### config.mk
export PLATFORM = sky130hd
export DESIGN_NAME = mult_div_unit
export DESIGN_NICKNAME = d
export VERILOG_FILES = /design/src/rtl/mult_div_unit.sv
export SDC_FILE = /design/constraint.sdc
export NUM_CORES = 1
export LEC_CHECK = 0
export ABC_AREA = 1
export CORE_AREA = 2 2 154 156
export CTS_CLUSTER_SIZE = 24
export DETAILED_ROUTE_END_ITERATION = 7
export DIE_AREA = 0 0 156 158
export SLEW_MARGIN = 5
export SYNTH_ARGS = -nofsm -noshare
export SYNTH_HDL_FRONTEND = slang
export SYNTH_SLANG_ARGS = --single-unit
### constraint.sdc
create_clock -name clk -period 3.5 [get_ports clk]
set_input_delay 0.7 -clock clk [delete_from_list [all_inputs] [get_ports clk]]
set_output_delay 0.7 -clock clk [all_outputs]
set_load 0.01 [all_outputs]
### src/rtl/mult_div_unit.sv
// mult_div_unit: multicycle signed 32x32 multiply (Booth radix-2) and
// restoring divide. Results land in HI/LO for the mfhi/mflo path.
// Optional feature macro: MULT_DIV_DIVIDER_EN. When it is defined, the
// divider datapath is built. When it is undefined, every start_div request
// is answered through ZDIV (done + div_zero, HI/LO untouched).
// Handshake: a start is taken only in IDLE. done pulses for one cycle and
// hi/lo are valid from that cycle on. Starts seen outside IDLE are dropped.
module mult_div_unit (
  input  logic        clk,
  input  logic        reset,
  input  logic [31:0] operand_a,
  input  logic [31:0] operand_b,
  input  logic        start_mult,
  input  logic        start_div,
  output logic [31:0] hi,
  output logic [31:0] lo,
  output logic        busy,
  output logic        done,
  output logic        div_zero,
  output logic [1:0]  dbg_state
);

  typedef enum logic [1:0] {S_IDLE, S_RUN, S_FIN, S_ZDIV} state_t;

  state_t      state_q, state_d;
  // acc is one bit wider than the operands so that A - M cannot overflow
  // when M is the most negative value.
  logic [32:0] acc_q, acc_d;
  logic [31:0] q_q, q_d;
  logic        qm1_q, qm1_d;
  logic [31:0] m_q, m_d;
  logic [4:0]  cnt_q, cnt_d;
  logic [31:0] hi_q, hi_d;
  logic [31:0] lo_q, lo_d;
  logic        done_q, done_d;
  logic        dz_q, dz_d;

  logic [32:0] m_ext;
  logic [32:0] booth_sum;

`ifdef MULT_DIV_DIVIDER_EN
  logic        op_div_q, op_div_d;
  logic        a_neg_q, a_neg_d;
  logic        b_neg_q, b_neg_d;
  logic [31:0] abs_a, abs_b;
  logic [32:0] rem_shift, rem_diff;
`endif

  // Booth add/subtract term selected by the {Q[0], Q-1} pair
  always_comb begin
    m_ext = {m_q[31], m_q};
    case ({q_q[0], qm1_q})
      2'b01:   booth_sum = acc_q + m_ext;
      2'b10:   booth_sum = acc_q - m_ext;
      default: booth_sum = acc_q;
    endcase
  end

`ifdef MULT_DIV_DIVIDER_EN
  // Operand magnitudes and the restoring-division trial subtraction
  always_comb begin
    abs_a     = operand_a[31] ? (32'd0 - operand_a) : operand_a;
    abs_b     = operand_b[31] ? (32'd0 - operand_b) : operand_b;
    rem_shift = {acc_q[31:0], q_q[31]};
    rem_diff  = rem_shift - {1'b0, m_q};
  end
`endif

  // Next-state and datapath update logic
  always_comb begin
    state_d = state_q;
    acc_d   = acc_q;
    q_d     = q_q;
    qm1_d   = qm1_q;
    m_d     = m_q;
    cnt_d   = cnt_q;
    hi_d    = hi_q;
    lo_d    = lo_q;
    done_d  = 1'b0;
    dz_d    = 1'b0;
`ifdef MULT_DIV_DIVIDER_EN
    op_div_d = op_div_q;
    a_neg_d  = a_neg_q;
    b_neg_d  = b_neg_q;
`endif
    case (state_q)
      S_IDLE: begin
        if (start_mult) begin
          // Multiply has priority over a simultaneous divide request.
          state_d = S_RUN;
          acc_d   = 33'd0;
          q_d     = operand_b;
          qm1_d   = 1'b0;
          m_d     = operand_a;
          cnt_d   = 5'd0;
`ifdef MULT_DIV_DIVIDER_EN
          op_div_d = 1'b0;
`endif
        end else if (start_div) begin
`ifdef MULT_DIV_DIVIDER_EN
          if (operand_b == 32'd0) begin
            state_d = S_ZDIV;
          end else begin
            state_d  = S_RUN;
            acc_d    = 33'd0;
            q_d      = abs_a;
            qm1_d    = 1'b0;
            m_d      = abs_b;
            cnt_d    = 5'd0;
            op_div_d = 1'b1;
            a_neg_d  = operand_a[31];
            b_neg_d  = operand_b[31];
          end
`else
          state_d = S_ZDIV;
`endif
        end
      end
      S_RUN: begin
`ifdef MULT_DIV_DIVIDER_EN
        if (op_div_q) begin
          if (!rem_diff[32]) begin
            acc_d = rem_diff;
            q_d   = {q_q[30:0], 1'b1};
          end else begin
            acc_d = rem_shift;
            q_d   = {q_q[30:0], 1'b0};
          end
        end else begin
`else
        begin
`endif
          // Arithmetic right shift of {A, Q, Q-1}
          {acc_d, q_d, qm1_d} = {booth_sum[32], booth_sum, q_q};
        end
        cnt_d = cnt_q + 5'd1;
        if (cnt_q == 5'd31) state_d = S_FIN;
      end
      S_FIN: begin
        done_d  = 1'b1;
        state_d = S_IDLE;
`ifdef MULT_DIV_DIVIDER_EN
        if (op_div_q) begin
          lo_d = (a_neg_q ^ b_neg_q) ? (32'd0 - q_q) : q_q;
          hi_d = a_neg_q ? (32'd0 - acc_q[31:0]) : acc_q[31:0];
        end else begin
`else
        begin
`endif
          hi_d = acc_q[31:0];
          lo_d = q_q;
        end
      end
      S_ZDIV: begin
        done_d  = 1'b1;
        dz_d    = 1'b1;
        state_d = S_IDLE;
      end
      default: state_d = S_IDLE;
    endcase
  end

  // State and datapath registers with synchronous active-low reset
  always_ff @(posedge clk) begin
    if (!reset) begin
      state_q <= S_IDLE;
      acc_q   <= 33'd0;
      q_q     <= 32'd0;
      qm1_q   <= 1'b0;
      m_q     <= 32'd0;
      cnt_q   <= 5'd0;
      hi_q    <= 32'd0;
      lo_q    <= 32'd0;
      done_q  <= 1'b0;
      dz_q    <= 1'b0;
`ifdef MULT_DIV_DIVIDER_EN
      op_div_q <= 1'b0;
      a_neg_q  <= 1'b0;
      b_neg_q  <= 1'b0;
`endif
    end else begin
      state_q <= state_d;
      acc_q   <= acc_d;
      q_q     <= q_d;
      qm1_q   <= qm1_d;
      m_q     <= m_d;
      cnt_q   <= cnt_d;
      hi_q    <= hi_d;
      lo_q    <= lo_d;
      done_q  <= done_d;
      dz_q    <= dz_d;
`ifdef MULT_DIV_DIVIDER_EN
      op_div_q <= op_div_d;
      a_neg_q  <= a_neg_d;
      b_neg_q  <= b_neg_d;
`endif
    end
  end

  assign hi        = hi_q;
  assign lo        = lo_q;
  assign busy      = (state_q == S_RUN);
  assign done      = done_q;
  assign div_zero  = dz_q;
  assign dbg_state = state_q;

endmodule

# [Word-level counts from Yosys, hierarchy flattened]
# Cells that the tools add are included.
[op_classes] n_reduce_logical=6 add_sub_neg=3 muxes=15 eq_ne=9
[ops] cell="$pmux 33 s2" n=2
[ops] cell="$pmux 32 s2" n=1
[ops] cell="$add 33x33->33" n=1
[ops] cell="$mux 33" n=1
[ops] cell="$sub 33x33->33" n=1
[ops] cell="$mux 32" n=1
[ops] cell="$pmux 5 s2" n=1
[ops] cell="$eq 2x2->1 const B" n=3
[ops] cell="$mux 2" n=3
[ops] cell="$pmux 2 s3" n=1
[ops] cell="$reduce_and 2->1" n=3
[ops] cell="$add 5x1->5 const B" n=1
[ops] cell="$eq 5x5->1 const B" n=1
[ops] cell="$mux 5" n=1
[ops] cell="$eq 2x1->1 const B" n=2
[ops] cell="$mux 1" n=3
[ops] cell="$ne 3x3->1 const B" n=1
[ops] cell="$logic_not 2->1" n=1
[ops] cell="$ne 2x1->1 const B" n=1
[ops] cell="$ne 2x2->1 const B" n=1
[ops] cell="$pmux 1 s2" n=1
[ops] cell="$reduce_bool 2->1" n=1
[ops] cell="$reduce_or 2->1" n=1
[totals] ff_bits=171 elab_cells=43 output_inout_bits=69

# [Logic depth before layout (Yosys ltp)]
[depth] word_depth=3 depth_mapped=23 depth_no_buf=23

# [Worst setup path before layout]
# Ideal clock, no wire load.
[synth_timing] path_kind="flip-flop to flip-flop" start="register qm1_q" end="register acc_q[11]" arrival_ns=2.645 path_slack_ns=0.738 setup_time_ns=0.117 path_stages_with_launch=16 path_buffers=2 cell_sequence="dfxtp_1 > inv_1 > ha_1 > buf_2 > clkinv_1 > buf_1 > o31ai_1 > xnor2_1 > inv_1 > ha_1 > nand2_1 > inv_1 > a21oi_1 > nand3_1 > or2_2 > a32o_1"
[synth_between] elab_chain_cells=3
[synth_rtl] item="from (decl)" line="30" source="logic qm1_q, qm1_d;"
[synth_rtl] item="from (signal assigned)" line="185" source="qm1_q <= qm1_d;"
[synth_rtl] item="$eq 2x2->1 or $eq 2x1->1 (tied branches)" line="52" source="case ({q_q[0], qm1_q})"
[synth_rtl] item="$pmux 33 s2 (*)" line="52"
[synth_rtl] item="$pmux 33 s2 (*)" line="86" source="case (state_q)"
[synth_rtl] item="to (signal assigned)" line="167" source="acc_q <= 33'd0;"
[synth_rtl] item="to (signal assigned)" line="183" source="acc_q <= acc_d;"
[synth_rtl] item="to (decl)" line="28" source="logic [32:0] acc_q, acc_d;"
# Every way passes the cells marked *; elsewhere a longest branch is shown, timed or not.
# A chain may end at the register's enable or synchronous reset.

# [Worst setup path in the final report]
[layout_timing] start="register m_q[0]" end="register acc_q[28]"
[layout_between] elab_chain_cells=3
[layout_rtl] item="from (decl)" line="31" source="logic [31:0] m_q, m_d;"
[layout_rtl] item="from (signal assigned)" line="186" source="m_q <= m_d;"
[layout_rtl] item="$sub 33x33->33 or $add 33x33->33 (tied branches)" line="54, 53"
[layout_rtl] item="$pmux 33 s2 (*)" line="52"
[layout_rtl] item="$pmux 33 s2 (*)" line="86"
# Marked as above.

==> run_results.csv <==
group,metric,value,unit
finish,layout-drive-gt1-share,5.87,%
detailed_routing,route.detailed.wl_per_inst,15.8,um
sta,finalWorstPathRequiredPeriod,3.30,ns
worst_setup_path,cpMostUsedCell,"sky130_fd_sc_hd__nand2_1",
place,finalWeightedCongestion,0.921,
floorplan,rows,56,
global_route,first_global_vias,8936,
worst_setup_path,setup.worst_path.end_class,"register",
place,buffer_ports.inserted,136,
logic_synthesis,yosys.area_share.simple,24.7,%
logic_synthesis,async_flop_share,0,%
logic_synthesis,yosysWarningCount,0,
job,max-cap-violations,0,
floorplan,fp.dieH,158,um
cts,cts_tree,"done",
floorplan,die-area,24600,um^2
logic_synthesis,netlist.top_cell.by_area,"sky130_fd_sc_hd__dfxtp_1",
finish,seqCellArea,3400,um^2
worst_setup_path,data_arrival_time_at_the_worst_slack_endpoint,3.61,ns
logic_synthesis,yosys_most_used_dff,"sky130_fd_sc_hd__dfxtp_1",
logic_synthesis,synth_cells,1430,
sta,max_slew.worst_pin.slew,0.967,ns
detailed_routing,drt_drc_violations_left,0,
floorplan,floorplan.initialDensity,41.2,%
worst_hold_path,min-delay-start,"qm1_q$_SDFFE_PN0P_",
finish,layoutNonFillerInstCount,1840,
logic_synthesis,most_repeated_cell_in_the_gate_level_netlist_after_synthesis,"sky130_fd_sc_hd__nand2_1",
cts,cts_hold_buffers,0,
floorplan,io-pin-count,137,
worst_setup_path,cp-start-kind,"register",
sta,number_of_setup_violations_in_the_final_report,0,
cts,clock_tree.htree_level_count,4,
sta,final.setup_skew,0.0107,ns
worst_setup_path,setup.worst_path.start,"m_q[0]$_SDFFE_PN0P_",
worst_setup_path,critPathBufInv,2,
detailed_routing,drt_iter0_drc,625,
logic_synthesis,yosysUniqueCellTypes,45,
worst_setup_path,crit_slowest_cell,"sky130_fd_sc_hd__ha_1",
finish,finalInstanceArea,11800,um^2
finish,multi_input_area,5130,um^2
worst_setup_path,path_cells,"inv_1 > ha_1 > nand3_2 > nor2_4 > nand2_4 > nor3b_4 > nand3_2 > o21ai_2 > xor2_1 > ha_1 > inv_1 > o21ai_0 > nor2_1 > nand2_1 > a21oi_1 > nand2_1 > nand2_1 > nand3_1 > nand2_1 > a21oi_1",
place,hpwlAfterDp,22100,um
worst_setup_path,critPathKind,"reg2reg",
logic_synthesis,ys_ff_latch,170,
global_route,initial_antenna_violation_count,0,
logic_synthesis,dominant_combinational_cell_family_by_area_after_synthesis,"simple AND/OR/NAND/NOR gates",
sta,minimum_setup_slack_in_the_final_design,0.200,ns
logic_synthesis,post_synth_most_frequent_cells,"sky130_fd_sc_hd__nand2_1 (335), sky130_fd_sc_hd__inv_1 (190), sky130_fd_sc_hd__dfxtp_1 (170)",
worst_setup_path,worstPathRequired,3.81,ns
place,preCtsSetupSlack,0.142,ns
finish,fillers,2343,
logic_synthesis,postSynthAreaPerCell,6.64,um^2
global_route,largest_net_degree_at_the_start_of_global_routing,75,
global_route,global_route_usage_over_all_layers,24.2,%
global_route,grt-ovfl-total,0,
worst_hold_path,worst_hold_path_type,"reg2reg",
logic_synthesis,synth.area.top_cells,"sky130_fd_sc_hd__dfxtp_1 (36%), sky130_fd_sc_hd__nand2_1 (13%), sky130_fd_sc_hd__inv_1 (7.5%)",
detailed_routing,via_density_per_instance,5.10,
cts,cts_sinks,170,
logic_synthesis,syn-num-nets,1535,
worst_setup_path,largest_stage_delay_on_the_critical_path,0.35,ns
sta,fmax,303,MHz
detailed_routing,detail-route-antenna-nets,0,
pwr,total_leakage_power,5.22,nW
pwr,powerDensity,563,nW/um^2
logic_synthesis,yosysSeqAreaShare,35.8,%
logic_synthesis,post_synth_xor_area_fraction,3.32,%
cts,cts_root_buffer,"sky130_fd_sc_hd__clkbuf_16",
cts,clock_path_buffers,2,
logic_synthesis,synth_fa_ha_area_share,4.95,%
floorplan,floorplan.core_area,23100,um^2
sta,slew_headroom,35.4,%
place,post-place-cells,1808,
sta,min_period_over_period,94.3,%
place,dp_area,11100,um^2
detailed_routing,detailedRoute.firstPassIterationCount,8,
finish,area_growth_from_synthesis_to_final_layout,24.2,%
logic_synthesis,synthDominantCellAreaShare,35.8,%
floorplan,die-width,156,um
sta,timing_max_transition_violations_final,0,
pwr,vdd_ir_drop_max,0.000291,V
worst_setup_path,critical_path.reg2reg.startpoint,"m_q[0]$_SDFFE_PN0P_",
global_route,grt_first_pass_wirelength,47000,um
detailed_routing,vias,9388,
logic_synthesis,synth_enable_flop_cells,0,
finish,final_net_count,1642,
finish,diodes,0,
detailed_routing,finalWirelength,29100,um
pwr,post-layout-total-power,0.00664,W
logic_synthesis,synth_compound_gate_area_share,20.5,%
sta,timing_hold_violations_final,0,
logic_synthesis,cell_area_after_synthesis,9500,um^2
worst_setup_path,crit_path_max_fanout,5,
worst_setup_path,path_delay_family,"simple AND/OR/NAND/NOR gates",
run_status,run_status,"complete, no violations",
cts,cts-buffers-inserted,17,
cts,insertion_delay,0.44,ns
logic_synthesis,yosys-mux-area-fraction,0,%
cts,cts.reportedPaths.clkPinSlew,0.07,ns
-- per-layer routing --
layer	vias to the layer above	share of wire (%)	GRT usage [%]
met2	209	46	39.9
met5	-	0	0
li1	4854	-	-
met3	29	5.0	4.95
met1	4296	46	32.0
met4	0	2.1	7.21
-- state kept, by name (all words and copies together), names as in the netlist --
signal     cells
m_q           32
hi            32
q_q           32
done           1
acc_q         32
cnt_q          5
lo            32
qm1_q          1
div_zero       1
dbg_state      2
-- cell usage in the layout, fill, tap and decap left out, types with 4 or more instances in the layout --
master                              n
sky130_fd_sc_hd__dfxtp_1          170
sky130_fd_sc_hd__nor2_4             7
sky130_fd_sc_hd__nor3_1            14
sky130_fd_sc_hd__o21ai_1            8
sky130_fd_sc_hd__nand3_1           48
sky130_fd_sc_hd__nand3b_1           4
sky130_fd_sc_hd__xor2_1            26
sky130_fd_sc_hd__o21bai_1           4
sky130_fd_sc_hd__xnor2_1            9
sky130_fd_sc_hd__o22ai_1           16
sky130_fd_sc_hd__nand4_1            4
sky130_fd_sc_hd__clkinv_8           5
sky130_fd_sc_hd__clkdlybuf4s50_1  135
sky130_fd_sc_hd__nor2_1           128
sky130_fd_sc_hd__a21oi_1          130
sky130_fd_sc_hd__inv_2             11
sky130_fd_sc_hd__ha_1              34
sky130_fd_sc_hd__a31oi_1           37
sky130_fd_sc_hd__or2_2              6
sky130_fd_sc_hd__buf_4             13
sky130_fd_sc_hd__nand2_1          334
sky130_fd_sc_hd__clkbuf_16         17
sky130_fd_sc_hd__o21ai_2            4
sky130_fd_sc_hd__inv_1            190
sky130_fd_sc_hd__o21ai_0          142
-- kinds of logic after synthesis --
kind of cell	count (synthesis)
XOR/XNOR	36
AND/OR/NAND/NOR	561
adder cells (fa/ha/maj)	37
flip-flops	170
AO/OA/AOI/OAI	361
buffers and inverters	265
-- stage by stage --
step | hold WS [ns] | TNS (ns) | utilization (%)
after global placement | 0.448 | 0 | 48.2
after global routing | 0.487 | -0.0189 | 51.2
final | 0.463 | 0 | 51.2
after detailed placement | 0.451 | 0 | 48.2
after floorplan | 0.434 | 0 | -
after CTS | 0.463 | 0 | 51.0
-- power by group --
group,switching [W],leakage (nW),internal (W),total (W)
clock network,0.000983,0.311,0.00106,0.00204
logic,0.00139,3.52,0.000851,0.00224
registers,0.000185,1.39,0.00217,0.00235
total,0.00256,5.22,0.00408,0.00664
-- path summary, 6_finish.rpt --
path / end / slack, ns / cells after the start
hold / removal: qm1_q$_SDFFE_PN0P_ / 0.46 / 2
setup reg to reg: acc_q[28]$_SDFFE_PN0P_ / 0.20 / 20
hold reg to reg: qm1_q$_SDFFE_PN0P_ / 0.46 / 2
setup / recovery: acc_q[28]$_SDFFE_PN0P_ / 0.20 / 20
-- cell type report --
class | instances | share of cell area [%]
Timing Repair Buffer | 150 | 12.6
Inverter | 203 | 6.46
Clock inverter | 15 | 1.87
Tap cell | 290 | 3.08
Multi-Input combinational cell | 995 | 43.5
Clock buffer | 17 | 3.61
Sequential cell | 170 | 28.9
-- worst min-delay path: stages (launching register included) --
cell                      delay (ns)
sky130_fd_sc_hd__dfxtp_1        0.31
sky130_fd_sc_hd__nand2_1        0.06
sky130_fd_sc_hd__a21oi_1        0.05
-- timing repair --
action | in CTS | in global routing
gates resized for setup | 0 | 10
setup buffers | 0 | 0
endpoints found under the setup margin | 0 | 7
No activity file was read; power rests on OpenSTA's default activity.
